<file path="src/rtl/gpio_pad_ctrl.sv">
// Core-side GPIO controller for the left-bank pad wrapper: registered output/direction,
// synchronised and tick-sampled glitch filter on pad inputs, sticky W1C edge interrupts.
module gpio_pad_ctrl #(
  parameter int NPADS = 19,
  parameter int DIV_W = 16
) (
  input  logic             mclk,
  input  logic             reset,
  input  logic [DIV_W-1:0] cfg_tick_div,
  input  logic [NPADS-1:0] pad_gpio_in,
  output logic [NPADS-1:0] pad_gpio_out,
  output logic [NPADS-1:0] pad_gpio_oeb,
  input  logic [NPADS-1:0] core_dout,
  input  logic [NPADS-1:0] core_oe,
  output logic [NPADS-1:0] core_din,
  input  logic [NPADS-1:0] intr_rise_en,
  input  logic [NPADS-1:0] intr_fall_en,
  input  logic [NPADS-1:0] intr_clr,
  output logic [NPADS-1:0] intr_stat,
  output logic             gpio_intr
);

  logic [NPADS-1:0] sync_p0, sync_p1;
  logic [NPADS-1:0] smp_p0, smp_p1, smp_p2;
  logic [DIV_W-1:0] tick_cnt;
  logic             tick;
  logic [NPADS-1:0] din_next, rise, fall, stat_next;

  // A pad only takes the sampled level once all three samples agree; otherwise it holds.
  function automatic logic [NPADS-1:0] vote3(input logic [NPADS-1:0] a,
                                             input logic [NPADS-1:0] b,
                                             input logic [NPADS-1:0] c,
                                             input logic [NPADS-1:0] hold);
    logic [NPADS-1:0] agree;
    agree = ~(a ^ b) & ~(b ^ c);
    return (agree & a) | (~agree & hold);
  endfunction

  // Equality compare only: lowering the divisor below tick_cnt lets it wrap instead of firing early.
  assign tick = (tick_cnt == cfg_tick_div);

  always_comb begin
    din_next  = vote3(smp_p0, smp_p1, smp_p2, core_din);
    rise      = din_next & ~core_din;
    fall      = ~din_next & core_din;
    stat_next = (intr_stat & ~intr_clr) | (rise & intr_rise_en) | (fall & intr_fall_en);
  end

  always_ff @(posedge mclk) begin
    if (reset) begin
      pad_gpio_out <= '0;
      pad_gpio_oeb <= '1;
      sync_p0      <= '0;
      sync_p1      <= '0;
      tick_cnt     <= '0;
      smp_p0       <= '0;
      smp_p1       <= '0;
      smp_p2       <= '0;
      core_din     <= '0;
      intr_stat    <= '0;
      gpio_intr    <= 1'b0;
    end else begin
      // output stage: one register between core and pad wrapper
      pad_gpio_out <= core_dout;
      pad_gpio_oeb <= ~core_oe;
      // synchroniser stage
      sync_p0      <= pad_gpio_in;
      sync_p1      <= sync_p0;
      // sample stage
      tick_cnt     <= tick ? '0 : tick_cnt + DIV_W'(1);
      if (tick) begin
        smp_p2 <= smp_p1;
        smp_p1 <= smp_p0;
        smp_p0 <= sync_p1;
      end
      // filter and interrupt stage
      core_din     <= din_next;
      intr_stat    <= stat_next;
      gpio_intr    <= |stat_next;
    end
  end

endmodule

</file>
<file path="config.mk">
export PLATFORM = sky130hd
export DESIGN_NAME = gpio_pad_ctrl
export DESIGN_NICKNAME = d
export VERILOG_FILES = /design/src/rtl/gpio_pad_ctrl.sv
export SDC_FILE = /design/constraint.sdc
export NUM_CORES = 1
export LEC_CHECK = 0
export BUFFER_PORTS_ARGS = -buffer_cell sky130_fd_sc_hd__buf_4
export CORE_MARGIN = 10
export CORE_UTILIZATION = 45
export CTS_CLUSTER_DIAMETER = 100
export DETAILED_ROUTE_END_ITERATION = 8
export GPL_TIMING_DRIVEN = 0
export PLACE_DENSITY = 0.68
export SLEW_MARGIN = 40
export SYNTH_ARGS = -nofsm -noshare
export SYNTH_HDL_FRONTEND = slang
export SYNTH_SLANG_ARGS = --single-unit
</file>
<file path="constraint.sdc">
create_clock -name mclk -period 2.71 [get_ports mclk]
set_clock_uncertainty 0.15 [all_clocks]
set_input_delay 0 -clock mclk [delete_from_list [all_inputs] [get_ports mclk]]
set_output_delay 0 -clock mclk [all_outputs]
set_load 0.02 [all_outputs]
</file>
==> results of run 1 <==
## logic make-up after synthesis
group	synth area share, %
multiplexers	8.375
buffers and inverters	2.957
XOR/XNOR	3.342
flip-flops	55.24
AO/OA/AOI/OAI	7.310
adder cells (fa/ha/maj)	0.1836
AND/OR/NAND/NOR	22.59
## placed cells by master, fill, tap and decap left out, types with 8 or more instances in the layout
| master | Yosys | layout |
|---|---|---|
| mux2i_1 | 57 | 57 |
| nor4_1 | 12 | 12 |
| buf_4 | 2 | 210 |
| nand2b_1 | 28 | 28 |
| and4b_1 | 8 | 8 |
| a221oi_1 | 8 | 8 |
| and2_1 | 11 | 11 |
| nand4_1 | 12 | 12 |
| dfxtp_1 | 188 | 188 |
| o21ai_0 | 34 | 34 |
| clkbuf_16 | 0 | 17 |
| nand2_1 | 32 | 32 |
| nor2_1 | 87 | 87 |
| a21o_1 | 8 | 8 |
| nor2b_1 | 61 | 61 |
| inv_1 | 15 | 15 |
| xnor2_1 | 22 | 22 |
| clkbuf_1 | 19 | 20 |
| dlygate4sd3_1 | 0 | 100 |
| a21oi_1 | 24 | 24 |
## state kept, by name (all words and copies together) (netlist names)
| signal | count |
|---|---|
| sync_p1 | 19 |
| intr_stat | 19 |
| smp_p2 | 19 |
| pad_gpio_out | 19 |
| core_din | 19 |
| pad_gpio_oeb | 19 |
| gpio_intr | 1 |
| smp_p1 | 19 |
| tick_cnt | 16 |
| sync_p0 | 19 |
| smp_p0 | 19 |
## per-layer routing
metal	vias up	track usage [%]
met5	-	0
met4	0	5.537
met3	16	8.756
met2	206	31.68
met1	2787	22.57
li1	2987	-
## worst paths after layout
kind	startpoint	to	slack, ns	cells past startpoint
worst max-delay path	core_din[18]	gpio_intr	0.49	6
worst min-delay path	intr_clr[16]	gpio_intr	0.02	6
worst max register to register	core_din[18]	gpio_intr	0.49	6
worst min register to register	sync_p0[12]	sync_p1[12]	0.29	1
## stage by stage
stage	cells	hold WS, ns	utilization, %	area [um2]
floorplan	683	-0.07652	-	6813
global placement	1075	0.01873	58.54	8605
detailed placement	1075	0.02291	58.54	8605
CTS	1207	0.01023	69.41	10200
global route	1207	0.05226	69.41	10200
finish	1207	0.01849	69.41	10200
## area by class of cell
class | count | area, um2 | area share, %
clock buffer | 22 | 484.2 | 4.746
inverter | 15 | 56.30 | 0.5519
timing repair buffer | 308 | 2562 | 25.12
multi-input combinational | 452 | 2848 | 27.91
clock inverter | 10 | 112.6 | 1.104
sequential | 188 | 3764 | 36.89
buffer | 28 | 145.1 | 1.423
tap | 184 | 230.2 | 2.257
## repair_timing
action | in CTS | in global routing
resized for setup | 0 | 0
hold buffers | 100 | 0
endpoints found under the hold margin | 83 | 0
buffers inserted | 0 | 0
## report_power, final
part | switching, mW | internal (mW) | total, mW
sequential | 0.0211 | 2.82 | 2.84
clock | 1.01 | 1.46 | 2.47
combinational | 0.183 | 0.282 | 0.465
total | 1.22 | 4.56 | 5.78
## critical path, stage by stage, from the launching register on
cell           delay [ns]
dfxtp_1              0.39
and4b_1              0.21
a221oi_1             0.25
dlygate4sd3_1        0.62
nand4_1              0.10
nor4_1               0.28
a21oi_1              0.10
==> metrics.csv, run 1 <==
stage,metric,value,unit
critical_path,required time worst endpoint,2.85,ns
clocking,CTS tree,done,
grt,number of global-route vias before repair,6111,
clocking,H-tree depth,4,
sta,Fin. Hold Viols,0,
routing,wire length on met3,1998,um
yosys,Syn Nets,816,
routing,Top Metal Used,met4,
yosys,post-synth cell types,35,
die,Die Y,143.0,um
placed_design,placer congestion estimate,0.8336,
clocking,clk buf depth,2,
placed_design,pre-CTS setup slack,0.5315,ns
yosys,synthesized area,0.006813,mm2
routing,WL/cell,16.61,um
yosys,Async SR Flop Fraction,0,%
hold_path,Hold WC Path Type,in -> reg,
critical_path,CP arrival,2.36,ns
critical_path,largest fanout on the critical path,5,
routing,Routed WL,20040,um
die,Initial Utilization,46.35,%
yosys,post-synth top area share,55.24,%
routing,Antenna Nets Post-Route,0,
final_layout,share of layout cells above drive strength 1,24.24,%
clocking,CTS Buf Count,17,
power,Leak,4.172,nW
yosys,synthesized area per cell,9.975,um2
die,die width,143.0,um
yosys,yosys warns,0,
grt,GRT Total Usage,19.44,%
power,peak supply drop,0.4189,mV
outcome,status,"finished, final reports clean",
grt,GRT overflow,0,
yosys,"EDFF count, synth",0,
yosys,most common cell in the netlist,dfxtp_1,
routing,WL met2,9453,um
job,max_cap viols,0,
final_layout,# nets final,1143,
routing,Starting DRT DRC Count,200,
critical_path,Critical Path Start Type,flip-flop,
final_layout,layout filler cell count,1129,
die,I/O Pins,209,
yosys,sequential cell area fraction in the yosys report,55.24,%
sta,final period utilization,81.96,%
yosys,Synth top cells by count,"188 x dfxtp_1, 87 x nor2_1, 61 x nor2b_1, 57 x mux2i_1, 34 x o21ai_0",
die,Rows,44,
grt,global-route wire length before repair,31570,um
yosys,Syn Inst Count,683,
routing,DRC Markers,0,
grt,initial antenna violation count,0,
power,cell area power density,566.3,mW/mm2
die,full die area,0.02046,mm2
sta,Slew headroom,56.44,%
clocking,CTS sink count,188,
sta,final setup margin,0.4888,ns
sta,Final Max Slew Viols,0,
yosys,ranking of synthesized cells by area,"dfxtp_1 55%, mux2i_1 8.4%, nor2b_1 5.6%",
sta,Least-Margin Pin Slew,0.6534,ns
yosys,post-synth top area cell,dfxtp_1,
placed_design,hpwl dp,14350,um
routing,1st-pass router iterations,5,
clocking,CTS clock-pin slew for the worst setup and hold paths,0.06,ns
sta,final setup vio count,0,
final_layout,Inserted Diodes,0,
routing,met1 WL,8382,um
clocking,latest clock arrival within the worst-skew pair,0.42,ns
clocking,CTS root buf,clkbuf_16,
final_layout,area delta synth->final,49.75,%
yosys,Yosys reg bits,188,
sta,RSZ-0062 raised after global routing,false,
sta,clock period minus worst slack,2.221,ns
critical_path,CP Capture Type,flip-flop,
yosys,Post-synth top flop,dfxtp_1,
die,core area,0.01470,mm2
placed_design,port bufs,208,
grt,largest net degree at the start of global routing,17,
critical_path,kind of critical path,reg -> reg,
sta,FMAX,450.2,MHz
power,Tot Pwr,5.778,mW
routing,vias,5996,
sta,setup_tns,0,ns
routing,DR vias/cell,4.968,
Power figures use the tool's default switching activity.
==> inputs of run 2 (changes only) <==
--- a/config.mk
+++ b/config.mk
@@ -5,13 +5,14 @@
 export SDC_FILE = /design/constraint.sdc
 export NUM_CORES = 1
 export LEC_CHECK = 0
+export ABC_AREA = 1
 export BUFFER_PORTS_ARGS = -buffer_cell sky130_fd_sc_hd__buf_4
 export CORE_MARGIN = 10
 export CORE_UTILIZATION = 45
 export CTS_CLUSTER_DIAMETER = 100
 export DETAILED_ROUTE_END_ITERATION = 8
 export GPL_TIMING_DRIVEN = 0
-export PLACE_DENSITY = 0.68
+export PLACE_DENSITY = 0.7
 export SLEW_MARGIN = 40
 export SYNTH_ARGS = -nofsm -noshare
 export SYNTH_HDL_FRONTEND = slang
==> constraint.sdc (replaced) <==
create_clock -name mclk -period 1.88 [get_ports mclk]
set_clock_uncertainty 0.15 [all_clocks]
set_input_delay 0 -clock mclk [delete_from_list [all_inputs] [get_ports mclk]]
set_output_delay 0 -clock mclk [all_outputs]
set_load 0.02 [all_outputs]
==> run 2 against run 1 <==
Effect of this change:
- the flow now finishes with violations (hold timing)
- setup slack got worse by 0.43 ns
- combinational power rose by 61%
- fmax rose by 22%
- cell count rose by 32%
- cell area rose by 12%
- critical path type unchanged
- largest power group unchanged
==> metrics.csv, run 2 <==
stage,metric,value,unit
outcome,status,finished with violations,
outcome,failing checks,hold timing,
critical_path,last element of the critical path,smp_p2[1],
yosys,Post-synth top flop,dfxtp_1,
sta,Worst Hold Slack,-0.01706,ns
grt,GRT Total Usage,19.38,%
critical_path,kind of critical path,reg -> reg,
critical_path,CP Capture Type,flip-flop,
routing,met1 WL,9779,um
clocking,CTS tree,done,
critical_path,required time worst endpoint,2.10,ns
yosys,Async SR Flop Fraction,0,%
final_layout,Non-Filler Instances,1598,
yosys,synthesized area,0.007410,mm2
critical_path,worst reg-to-reg setup slack,0.06,ns
critical_path,R2R depth,10,
routing,vias,7304,
sta,FMAX,550.1,MHz
routing,WL met2,10880,um
routing,DRC Markers,0,
grt,number of global-route vias before repair,7045,
clocking,clk buf depth,2,
yosys,post-synth top area cell,dfxtp_1,
routing,Antenna Nets Post-Route,0,
critical_path,Reg2Reg Launch Point,tick_cnt[13],
final_layout,"most common cell after layout, fill and taps aside",nor2_1,
die,full die area,0.02200,mm2
grt,initial antenna violation count,1,
critical_path,largest fanout on the critical path,5,
final_layout,Finished Core Util,71.14,%
routing,DR vias/cell,4.571,
sta,Least-Margin Pin Slew,0.7036,ns
sta,Final Max Slew Viols,0,
final_layout,# nets final,1501,
die,die width,148.3,um
sta,final setup vio count,0,
routing,Top Metal Used,met4,
final_layout,share of layout cells above drive strength 1,22.16,%
routing,Routed WL,22370,um
routing,Starting DRT DRC Count,351,
sta,Fin. Hold Viols,4,
grt,global-route wire length before repair,34890,um
routing,WL/cell,14.00,um
yosys,synthesized area per cell,7.358,um2
yosys,Yosys reg bits,188,
die,Initial Utilization,46.31,%
clocking,CTS clock-pin slew for the worst setup and hold paths,0.07,ns
yosys,Synth top cells by count,"258 x nor2_1, 188 x dfxtp_1, 177 x nand2_1, 146 x inv_1",
grt,largest net degree at the start of global routing,19,
power,peak supply drop,0.6112,mV
placed_design,placed insts,1430,
routing,1st-pass router iterations,5,
clocking,CTS sink count,188,
grt,GRT overflow,0,
power,Leak,5.380,nW
clocking,H-tree depth,4,
yosys,post-synth top area share,50.79,%
routing,wire length on met3,1223,um
clocking,latest clock arrival within the worst-skew pair,0.43,ns
critical_path,CP arrival,2.03,ns
die,Rows,46,
job,max_cap viols,0,
sta,final period utilization,96.70,%
clocking,CTS Buf Count,17,
final_layout,most frequent cells in the layout,"253 x nor2_1, 226 x buf_4, 181 x dfxtp_1",
final_layout,area delta synth->final,53.61,%
die,Die Y,148.3,um
die,I/O Pins,209,
critical_path,reg-to-reg endpoint,smp_p2[1],
clocking,CTS root buf,clkbuf_16,
sta,clock period minus worst slack,1.818,ns
placed_design,port bufs,207,
placed_design,placer congestion estimate,0.8136,
yosys,Syn Inst Count,1007,
yosys,sequential cell area fraction in the yosys report,50.79,%
yosys,ranking of synthesized cells by area,"dfxtp_1 51%, nor2_1 13%, nand2_1 9.0%",
hold_path,Hold WC Path Type,in -> reg,
critical_path,Critical Path Start Type,flip-flop,
yosys,yosys warns,0,
yosys,most common cell in the netlist,nor2_1,
placed_design,hpwl dp,15010,um
critical_path,Crit. Startpoint,tick_cnt[13],
sta,Slew headroom,53.09,%
power,cell area power density,748.2,mW/mm2
die,core area,0.01600,mm2
yosys,Syn Nets,1140,
yosys,"EDFF count, synth",0,
yosys,post-synth cell types,25,
## run 2: logic make-up after synthesis
| group | share of synthesized area [%] |
|---|---|
| adders and majority gates | 0.1688 |
| and+or+nand+nor | 33.10 |
| xor gates and xnor gates | 2.364 |
| DFF | 50.79 |
| buffers and inverters | 10.20 |
| AOI/OAI and AO/OA | 3.377 |
## run 2: worst max-delay path: stages, from the launching register on
cell,delay [ns]
dfxtp_4,0.35
or2_0,0.19
a21oi_1,0.12
nand2_1,0.11
nor2_4,0.23
nand2_4,0.11
inv_6,0.09
clkbuf_16,0.14
buf_4,0.11
nor2_1,0.03
nor2_1,0.11
## run 2: final cells by class
cell class / count / area, um2
Antenna cell: 1 / 2.502
Buffer: 36 / 261.5
Clock buffer: 17 / 425.4
Clock inverter: 15 / 176.4
Fill cell: 1297 / 4618
Inverter: 148 / 560.5
Multi-Input combinational cell: 632 / 2930
Sequential cell: 188 / 3777
Tap cell: 216 / 270.3
Timing Repair Buffer: 345 / 2978
## run 2: timing repair
item	CTS	global route
setup endpoints to repair	60	69
hold buffers	120	0
gates cloned	0	5
pin swaps	1	11
setup buffers	4	9
gates resized for setup	19	30
hold endpoints to repair	77	0
## run 2: how the worst min path moves through the flow
| stage | cells past startpoint | end | slack [ns] | start |
|---|---|---|---|---|
| 6_report | 4 | tick_cnt[9] | -0.02 | reset |
| 5_1_grt | 4 | tick_cnt[9] | 0.03 | reset |
| 4_1_cts | 4 | tick_cnt[9] | -0.005 | reset |
| 3_5_place_dp | 2 | pad_gpio_oeb[4] | 0.02 | core_oe[4] |
| 3_3_place_gp | 2 | pad_gpio_oeb[10] | 0.02 | core_oe[10] |
| 2_1_floorplan | 1 | pad_gpio_oeb[0] | -0.08 | core_oe[0] |
## run 2: per-layer routing
metal	track usage (%)	up-vias
met4	6.293	0
met1	23.09	3249
met5	0	-
met2	33.77	222
met3	4.308	39
li1	-	3794
## run 2: through the flow
stage / hold slack, ns / setup WS, ns / setup TNS, ns / total power [mW] / area [um2]
floorplan: -0.08001 / 0.1923 / 0 / 4.416 / 7410
global placement: 0.01504 / -0.1650 / -7.290 / 4.744 / 9234
detailed placement: 0.01828 / -0.1665 / -7.039 / 4.753 / 9234
CTS: -0.004708 / -0.01119 / -0.05417 / 8.566 / 11120
global route: 0.02557 / -0.009438 / -0.02414 / 8.798 / 11380
finish: -0.01706 / 0.06206 / 0 / 8.516 / 11380
## run 2: report_power, final
| part | leakage [nW] | total (mW) | switching [mW] | internal [mW] |
|---|---|---|---|---|
| logic | 3.55 | 0.750 | 0.312 | 0.438 |
| registers | 1.54 | 4.09 | 0.0291 | 4.06 |
| clock network | 0.290 | 3.67 | 1.66 | 2.01 |
==> inputs of run 3 (changes only) <==
--- a/config.mk
+++ b/config.mk
@@ -5,15 +5,14 @@
 export SDC_FILE = /design/constraint.sdc
 export NUM_CORES = 1
 export LEC_CHECK = 0
-export ABC_AREA = 1
 export BUFFER_PORTS_ARGS = -buffer_cell sky130_fd_sc_hd__buf_4
 export CORE_MARGIN = 10
 export CORE_UTILIZATION = 45
 export CTS_CLUSTER_DIAMETER = 100
 export DETAILED_ROUTE_END_ITERATION = 8
 export GPL_TIMING_DRIVEN = 0
-export PLACE_DENSITY = 0.7
-export SLEW_MARGIN = 40
+export PLACE_DENSITY = 0.68
+export SLEW_MARGIN = 10
 export SYNTH_ARGS = -nofsm -noshare
 export SYNTH_HDL_FRONTEND = slang
 export SYNTH_SLANG_ARGS = --single-unit
==> constraint.sdc (replaced) <==
create_clock -name mclk -period 2.15 [get_ports mclk]
set_clock_uncertainty 0.15 [all_clocks]
set_input_delay 0 -clock mclk [delete_from_list [all_inputs] [get_ports mclk]]
set_output_delay 0 -clock mclk [all_outputs]
set_load 0.02 [all_outputs]
==> run 3 against run 2 <==
Effect of this change:
- the run now ends clean
- routed wire length fell by 9.9%
- cell count is 24% lower
- count of clock-buffer cells in the layout is 5 higher
- sequential power decreased by 12%
- utilization decreased by 1.4 points
- setup slack gained 0.066 ns
- critical endpoint is now intr_stat[10]
==> metrics.csv, run 3 (synthesized netlist as in run 1, its figures left out) <==
stage,metric,value,unit
clocking,CTS tree,done,
die,die width,143.0,um
grt,global-route wire length before repair,31750,um
clocking,H-tree depth,4,
placed_design,hpwl dp,14350,um
routing,Starting DRT DRC Count,218,
die,core area,0.01470,mm2
die,Die Y,143.0,um
final_layout,"most common cell after layout, fill and taps aside",buf_4,
sta,FMAX,494.5,MHz
critical_path,crit path buf inv count,1,
die,Initial Utilization,46.35,%
clocking,CTS clock-pin slew for the worst setup and hold paths,0.06,ns
critical_path,Crit. Startpoint,core_din[10],
placed_design,pre-CTS setup slack,-0.02851,ns
critical_path,kind of critical path,reg -> reg,
clocking,CTS root buf,clkbuf_16,
routing,Antenna Nets Post-Route,0,
critical_path,stages on the worst setup path,4,
sta,Final Max Slew Viols,0,
final_layout,# nets final,1144,
die,Rows,44,
sta,clock period minus worst slack,2.022,ns
routing,vias,5972,
critical_path,Reg2Reg Launch Point,core_din[10],
sta,Fin. Hold Viols,0,
critical_path,reg-to-reg endpoint,intr_stat[10],
clocking,latest clock arrival within the worst-skew pair,0.42,ns
final_layout,most frequent cells in the layout,"211 x buf_4, 182 x dfxtp_1, 101 x dlygate4sd3_1",
clocking,CTS sink count,188,
critical_path,R2R depth,4,
die,I/O Pins,209,
power,cell area power density,711.6,mW/mm2
power,Tot Pwr,7.290,mW
final_layout,area delta synth->final,50.38,%
sta,Slew headroom,53.91,%
critical_path,largest fanout on the critical path,5,
critical_path,Critical Path Start Type,flip-flop,
sta,setup_tns,0,ns
grt,largest net degree at the start of global routing,17,
final_layout,Finished Core Util,69.70,%
critical_path,slowest CP cell,dlygate4sd3_1,
routing,DR vias/cell,4.944,
routing,WL/cell,16.68,um
power,Leak,4.199,nW
clocking,clk buf depth,2,
placed_design,placer congestion estimate,0.8336,
sta,final period utilization,94.06,%
routing,DRC Markers,0,
job,max_cap viols,0,
grt,GRT Total Usage,19.56,%
routing,1st-pass router iterations,4,
critical_path,CP Cell Sequence,"and4b_1, a221oi_1, dlygate4sd3_1, nor2_1",
power,peak supply drop,0.5348,mV
critical_path,required time worst endpoint,2.29,ns
placed_design,port bufs,208,
sta,Least-Margin Pin Slew,0.6913,ns
critical_path,worst reg-to-reg setup slack,0.13,ns
critical_path,last element of the critical path,intr_stat[10],
final_layout,Inserted Diodes,0,
sta,final setup margin,0.1277,ns
die,full die area,0.02046,mm2
sta,RSZ-0062 raised after global routing,false,
critical_path,Crit path max-delay family,buffers and inverters,
outcome,status,"finished, final reports clean",
routing,Routed WL,20150,um
clocking,CTS Buf Count,17,
critical_path,CP arrival,2.16,ns
grt,initial antenna violation count,0,
critical_path,CP Capture Type,flip-flop,
sta,final setup vio count,0,
critical_path,critical path's largest stage delay,0.63,ns
final_layout,share of layout cells above drive strength 1,25.10,%
grt,GRT overflow,0,
hold_path,Hold WC Path Type,in -> reg,
grt,number of global-route vias before repair,6138,
[run 3: worst register-to-register path: cells and delay by family (launching register included)]
family | cells | cell delay [ns]
and+or+nand+nor | 2 | 0.26
buffers and inverters | 1 | 0.63
AOI/OAI and AO/OA | 1 | 0.47
DFF | 1 | 0.39
[run 3: timing repair]
item,CTS,global route
gates cloned,0,0
setup buffers,1,0
pin swaps,1,2
resized for setup,2,7
hold buffers,101,0
endpoints found under the hold margin,83,0
setup endpoints to repair,6,51
[run 3: stage by stage]
| stage | hold WS (ns) | cells | area [um2] |
|---|---|---|---|
| floorplan | -0.07652 | 683 | 6813 |
| global placement | 0.01873 | 1075 | 8605 |
| finish | 0.01290 | 1208 | 10240 |
| global route | 0.05226 | 1208 | 10240 |
| CTS | 0.01023 | 1208 | 10220 |
| detailed placement | 0.02291 | 1075 | 8605 |
[run 3: cell type report]
type / count / area, um2
sequential: 188 / 3771
tap: 184 / 230.2
buffer: 27 / 141.4
inverter: 15 / 56.30
clock inverter: 10 / 112.6
timing repair buffer: 310 / 2580
fill: 1126 / 4454
clock buffer: 22 / 484.2
multi-input combinational: 452 / 2869
[run 3: how the worst min path moves through the flow]
stage	slack (ns)	startpoint	cells past startpoint	to
after global placement	0.02	core_oe[6]	2	pad_gpio_oeb[6]
final	0.01	intr_clr[16]	6	gpio_intr
after CTS	0.01	intr_clr[16]	6	gpio_intr
after detailed placement	0.02	core_oe[11]	2	pad_gpio_oeb[11]
after global routing	0.05	intr_clr[16]	6	gpio_intr
after floorplan	-0.08	core_oe[0]	1	pad_gpio_oeb[0]
[run 3: per-layer routing]
metal  GRT usage (%)  vias up  wire length, um
met4           5.537        0              246
met3           8.789       17             2083
met1           22.70     2773             8397
met2           31.92      201             9424
met5               0        -                0
li1                -     2981                -
[run 3: power breakdown]
group	internal (mW)	switching, mW
registers	3.56	0.0267
clock network	1.83	1.28
logic	0.357	0.232
